==> config.mk <==
export PLATFORM = sky130hd
export DESIGN_NAME = fixed_point_addsub_pipe_flat
export DESIGN_NICKNAME = d
export VERILOG_FILES = /design/src/rtl/fixed_point_addsub_pipe_if.sv /design/src/rtl/fixed_point_addsub_pipe.sv /design/src/flat_wrapper.sv
export SDC_FILE = /design/constraint.sdc
export NUM_CORES = 1
export LEC_CHECK = 0
export ABC_CLOCK_PERIOD_IN_PS = 10300
export CORE_MARGIN = 2
export CORE_UTILIZATION = 45
export DETAILED_ROUTE_END_ITERATION = 8
export GPL_ROUTABILITY_DRIVEN = 0
export PLACE_DENSITY = 0.66
export REMOVE_ABC_BUFFERS = 1
export SYNTH_ARGS = -nofsm -noshare
export SYNTH_HDL_FRONTEND = slang
export SYNTH_SLANG_ARGS = --single-unit
export TNS_END_PERCENT = 20
==> constraint.sdc <==
create_clock -name clk -period 10.3 [get_ports clk]
set_clock_uncertainty 0.15 [all_clocks]
set_input_delay 2.06 -clock clk [delete_from_list [all_inputs] [get_ports clk]]
set_output_delay 2.06 -clock clk [all_outputs]
set_load 0.03 [all_outputs]
==> src/rtl/fixed_point_addsub_pipe_if.sv <==
// Streaming operand/result bundle for the fixed-point add/subtract pipe.
// The unit takes the slave view and the producer/consumer takes the master view.
interface fixed_point_addsub_pipe_if #(
  parameter int N = 32
);
  logic         in_valid;
  logic         in_ready;
  logic [N-1:0] a;
  logic [N-1:0] b;
  logic         op;
  logic         out_valid;
  logic         out_ready;
  logic [N-1:0] c;
  logic         ovf;

  modport slave (
    input  in_valid, a, b, op, out_ready,
    output in_ready, out_valid, c, ovf
  );

  modport master (
    output in_valid, a, b, op, out_ready,
    input  in_ready, out_valid, c, ovf
  );
endinterface

==> src/rtl/fixed_point_addsub_pipe.sv <==
// Two-stage sign-magnitude fixed-point add/subtract with valid/ready flow
// control, saturation on magnitude overflow and a saturating overflow counter.
// Stage 1 latches decoded signs, magnitudes and the magnitude compare;
// stage 2 latches the final result. Both stages advance together.
module fixed_point_addsub_pipe #(
  parameter int Q     = 15,
  parameter int N     = 32,
  parameter int CNT_W = 8
) (
  input  logic                 clk,
  input  logic                 rst,
  fixed_point_addsub_pipe_if.slave bus,
  output logic [CNT_W-1:0]     ovf_count
);
  localparam int MW = N - 1;  // magnitude width

  // Reject parameter sets the number format cannot represent.
  generate
    if (Q < 0 || Q > N - 2 || N < 4) begin : g_param_check
      $error("fixed_point_addsub_pipe: illegal Q/N combination");
    end
  endgenerate

  logic          adv;

  logic          s1_valid_reg;
  logic          s1_sa_reg;
  logic          s1_sb_reg;
  logic          s1_geq_reg;
  logic [MW-1:0] s1_ma_reg;
  logic [MW-1:0] s1_mb_reg;

  logic          out_valid_reg;
  logic          ovf_reg;
  logic [N-1:0]  c_reg;
  logic [CNT_W-1:0] ovf_count_reg;

  logic [MW-1:0] in_ma;
  logic [MW-1:0] in_mb;
  logic          in_sa;
  logic          in_sb;

  logic [N-1:0]  sum;
  logic [MW-1:0] diff;
  logic [MW-1:0] mag;
  logic          sign;
  logic [N-1:0]  c_next;
  logic          ovf_next;

  // Both stages move only when the output stage is empty or being drained.
  assign adv          = !out_valid_reg || bus.out_ready;
  assign bus.in_ready = adv;
  assign bus.out_valid = out_valid_reg;
  assign bus.c        = c_reg;
  assign bus.ovf      = ovf_reg;
  assign ovf_count    = ovf_count_reg;

  // Input decode: -0 collapses to +0, op folds into B's effective sign.
  always_comb begin
    in_ma = bus.a[MW-1:0];
    in_mb = bus.b[MW-1:0];
    in_sa = bus.a[N-1] & (|in_ma);
    in_sb = (bus.b[N-1] & (|in_mb)) ^ bus.op;
  end

  // Result formation from stage-1 contents; zero magnitude is always +0.
  always_comb begin
    sum      = {1'b0, s1_ma_reg} + {1'b0, s1_mb_reg};
    diff     = s1_geq_reg ? (s1_ma_reg - s1_mb_reg) : (s1_mb_reg - s1_ma_reg);
    mag      = '0;
    sign     = 1'b0;
    ovf_next = 1'b0;
    if (s1_sa_reg == s1_sb_reg) begin
      sign = s1_sa_reg;
      if (sum[N-1]) begin
        mag      = '1;
        ovf_next = 1'b1;
      end else begin
        mag = sum[MW-1:0];
      end
    end else begin
      mag  = diff;
      sign = s1_geq_reg ? s1_sa_reg : s1_sb_reg;
    end
    c_next = {sign & (|mag), mag};
  end

  // Pipeline registers; payload only loads alongside a valid bit.
  always_ff @(posedge clk) begin
    if (rst) begin
      s1_valid_reg  <= 1'b0;
      s1_sa_reg     <= 1'b0;
      s1_sb_reg     <= 1'b0;
      s1_geq_reg    <= 1'b0;
      s1_ma_reg     <= '0;
      s1_mb_reg     <= '0;
      out_valid_reg <= 1'b0;
      ovf_reg       <= 1'b0;
      c_reg         <= '0;
    end else if (adv) begin
      s1_valid_reg  <= bus.in_valid;
      if (bus.in_valid) begin
        s1_sa_reg  <= in_sa;
        s1_sb_reg  <= in_sb;
        s1_ma_reg  <= in_ma;
        s1_mb_reg  <= in_mb;
        s1_geq_reg <= (in_ma >= in_mb);
      end
      out_valid_reg <= s1_valid_reg;
      if (s1_valid_reg) begin
        c_reg   <= c_next;
        ovf_reg <= ovf_next;
      end
    end
  end

  // Count delivered overflowed results, sticking at full scale.
  always_ff @(posedge clk) begin
    if (rst) begin
      ovf_count_reg <= '0;
    end else if (out_valid_reg && bus.out_ready && ovf_reg && (ovf_count_reg != '1)) begin
      ovf_count_reg <= ovf_count_reg + 1'b1;
    end
  end
endmodule

==> src/flat_wrapper.sv <==
// flat-port wrapper written by rule: the top's interface ports become plain ports
module fixed_point_addsub_pipe_flat 
#(
  parameter int Q     = 15,
  parameter int N     = 32,
  parameter int CNT_W = 8
)
  (clk, rst, ovf_count, bus_in_valid, bus_a, bus_b, bus_op, bus_out_ready, bus_in_ready, bus_out_valid, bus_c, bus_ovf);
  fixed_point_addsub_pipe_if #(.N(N)) bus_i ();
  input  logic clk;
  input  logic rst;
  output logic [CNT_W-1:0] ovf_count;
  input wire logic [$bits(bus_i.in_valid)-1:0] bus_in_valid;
  input wire logic [$bits(bus_i.a)-1:0] bus_a;
  input wire logic [$bits(bus_i.b)-1:0] bus_b;
  input wire logic [$bits(bus_i.op)-1:0] bus_op;
  input wire logic [$bits(bus_i.out_ready)-1:0] bus_out_ready;
  output wire logic [$bits(bus_i.in_ready)-1:0] bus_in_ready;
  output wire logic [$bits(bus_i.out_valid)-1:0] bus_out_valid;
  output wire logic [$bits(bus_i.c)-1:0] bus_c;
  output wire logic [$bits(bus_i.ovf)-1:0] bus_ovf;
  assign bus_i.in_valid = bus_in_valid;
  assign bus_i.a = bus_a;
  assign bus_i.b = bus_b;
  assign bus_i.op = bus_op;
  assign bus_i.out_ready = bus_out_ready;
  assign bus_in_ready = bus_i.in_ready;
  assign bus_out_valid = bus_i.out_valid;
  assign bus_c = bus_i.c;
  assign bus_ovf = bus_i.ovf;
  fixed_point_addsub_pipe #(.Q(Q), .N(N), .CNT_W(CNT_W)) u_core (.clk(clk), .rst(rst), .bus(bus_i), .ovf_count(ovf_count));
endmodule
==> results.cfg <==
[logic_synthesis]
synth.distinct_cells = 79
ys_seq_elements = 108
synthArstFlopShare_pct = 0
yosys_most_used_dff = dfxtp_1
syn_area_per_cell_sq_um = 7.23
syn_area_sq_um = 10300
yosys.area.top_type = dfxtp_1
synth-edff-count = 0
synth.area.top_cells = dfxtp_1 21%, ha_1 16%, a21oi_1 8.5%
seq_area_frac_synth_pct = 20.9
syn-instance-count = 1429
ys.warnings.count = 0
synth_top_area_share_pct = 20.9

[critical_path]
crit_type = input pin to output pin
r2r-end = u_core.bus.c[31]$_SDFFE_PP0P_
arrival_ns = 3.48
reg2reg_from = u_core.s1_mb_reg[7]$_SDFFE_PP0P_
critPathLaunchType = input pin
endpoint_kind = output pin
r2r_setup_slack_ns = 5.57
rr_worst_depth = 13
cp_max_fo = 7
crit_required_ns = 8.09

[place]
portBuffers = 111
dp_cells = 1761
hpwl_mm = 26.0

[timing]
tns_ns = 0
grt_setup_unrepaired = no
final_max_slew_viol_count = 0
hold_viol_final = 0
whs_ns = 0.312
fmax_mhz = 176
slew_headroom_pct = 33.9
finalCriticalPeriod_ns = 5.69
worst_pin_slew_ns = 0.983
setup_viol = 0
fin_crit_sh_pct = 55.2

[global_routing]
grt_max_degree = 69
track_usage_pct = 27.1
antenna_found_initial = 0
overflow = 0
grt_pass1_wl_mm = 53.0
grt_pass1_vias = 10100

[clock_tree]
cts_resized = 0
clkTransAtPathRegs_ns = 0.08
clock_path_buffers = 2
cts-root-buf = clkbuf_16
cts_made_buffers = 9
cts_hold_buffers = 0
cts_setup_buffers = 0
cts_tree = done
clock-sinks = 108
htree_levels = 3
insertion_delay_ns = 0.37

[drt]
drt_wl_total_mm = 32.8
ant_nets = 0
initialDrtViolationCount = 906
drc = 0
vias = 10900
avgRoutedWirePerCell_um = 18.4
routed_via_density = 6.12
drtPass1Iterations = 5

[run]
cap_violations = 0

[layout]
final_cells = 1777
synthToLayoutAreaGrowth_pct = 15.2
drive_above_1_share_pct = 3.35
antenna_cells = 0
layout_common_cells = 194 x nand2_1, 176 x a21oi_1, 131 x ha_1, 117 x inv_1, 110 x clkdlybuf4s50_1
largest_reg_flops = 32
final_common_cell = nand2_1
nets = 1690
fillers = 2279

[floorplan]
start_util_pct = 45.8
die_h_um = 155
die_w_um = 155
rows = 55
ios = 112
core_area_sq_um = 22600
dieArea_sq_um = 24200

[hold_path]
hold_class = flip-flop to flip-flop
whs_endpoint = u_core.s1_mb_reg[30]$_SDFFE_PP0P_
worstHoldStart = u_core.s1_mb_reg[30]$_SDFFE_PP0P_
min_path_cells = 2

[power]
power_density_nw_per_um2 = 122
p_leak_nw = 4.95
ir_worst_vdd_uv = 67.8

[outcome]
status = completed
[stage by stage]
stage / util [%] / setup WS, ns / total power [mW] / cell area (sq um)
global route: 52.7 / 4.55 / 1.53 / 11900
CTS: 52.7 / 4.61 / 1.44 / 11900
global placement: 51.4 / 4.63 / 1.08 / 11600
detailed placement: 51.4 / 4.62 / 1.09 / 11600
finish: 52.7 / 4.61 / 1.45 / 11900
floorplan: - / 5.68 / 0.881 / 10000
[kinds of logic after synthesis]
family | Yosys count | share of synthesized area [%]
AOI/OAI and AO/OA | 487 | 30.9
and+or+nand+nor | 481 | 22.3
buffers and inverters | 191 | 7.03
adders and majority gates | 134 | 16.5
DFF | 108 | 20.9
xor gates and xnor gates | 22 | 1.87
muxes | 6 | 0.594
[area by class of cell]
type	count	area, sq um	share of cell area, %
Clock inverter	6	53.8	0.452
Clock buffer	10	239	2.01
Timing Repair Buffer	121	1180	9.95
Inverter	117	439	3.69
Sequential cell	108	2160	18.2
Tap cell	285	357	3.00
Multi-Input combinational cell	1130	7460	62.7
[cell usage after synthesis, drive strengths merged (5+ instances only)]
library cell  instances
and2                  6
o21a                 23
and3                  5
o22a                  6
buf                  17
nand2b               14
or3                  10
nor2                 92
nand3                16
nand4                32
a2111oi               5
nor3                 30
mux2i                 5
nor4                 24
dfxtp               108
and4                  5
o21ai                66
ha                  131
clkbuf               57
o22ai                 6
o31ai                13
or2                   5
a31oi                16
o21bai               13
nor2b                21
a221oi                5
nand2               195
a32oi                 5
a211oi               43
o32ai                 7
o211ai               14
inv                 117
a211o                 6
a21o                 30
xor2                 10
or4                   6
a2bb2oi               5
nor3b                 8
a21oi               176
a22oi                 5
xnor2                12
[worst max-delay path by stage]
stage / startpoint / endpoint / slack [ns] / depth (start not counted)
3_3_place_gp: bus_out_ready / bus_in_ready / 4.63 / 3
5_1_grt: bus_out_ready / bus_in_ready / 4.55 / 3
4_1_cts: bus_out_ready / bus_in_ready / 4.61 / 3
6_report: bus_out_ready / bus_in_ready / 4.61 / 3
2_1_floorplan: bus_out_ready / bus_in_ready / 5.68 / 1
3_5_place_dp: bus_out_ready / bus_in_ready / 4.62 / 3
[report_power, final]
| group | leakage, nW | internal, mW | switching (mW) |
|---|---|---|---|
| combinational | 3.92 | 0.233 | 0.397 |
| sequential | 0.888 | 0.444 | 0.0234 |
| clock | 0.142 | 0.176 | 0.176 |
| total | 4.95 | 0.852 | 0.596 |
[worst max-delay path, cell delays in order]
cell	delay [ns]
clkdlybuf4s50_1	0.47
nand2b_1	0.23
clkdlybuf4s50_1	0.72
[per-layer routing]
layer | track usage (%) | vias up | share of wire (%)
met5 | 0 | - | 0
met4 | 12.0 | 0 | 4.0
met3 | 4.60 | 82 | 8.1
met2 | 39.9 | 483 | 41
met1 | 38.7 | 5015 | 47
li1 | - | 5287 | -
No activity file was read; power rests on OpenSTA's default activity.
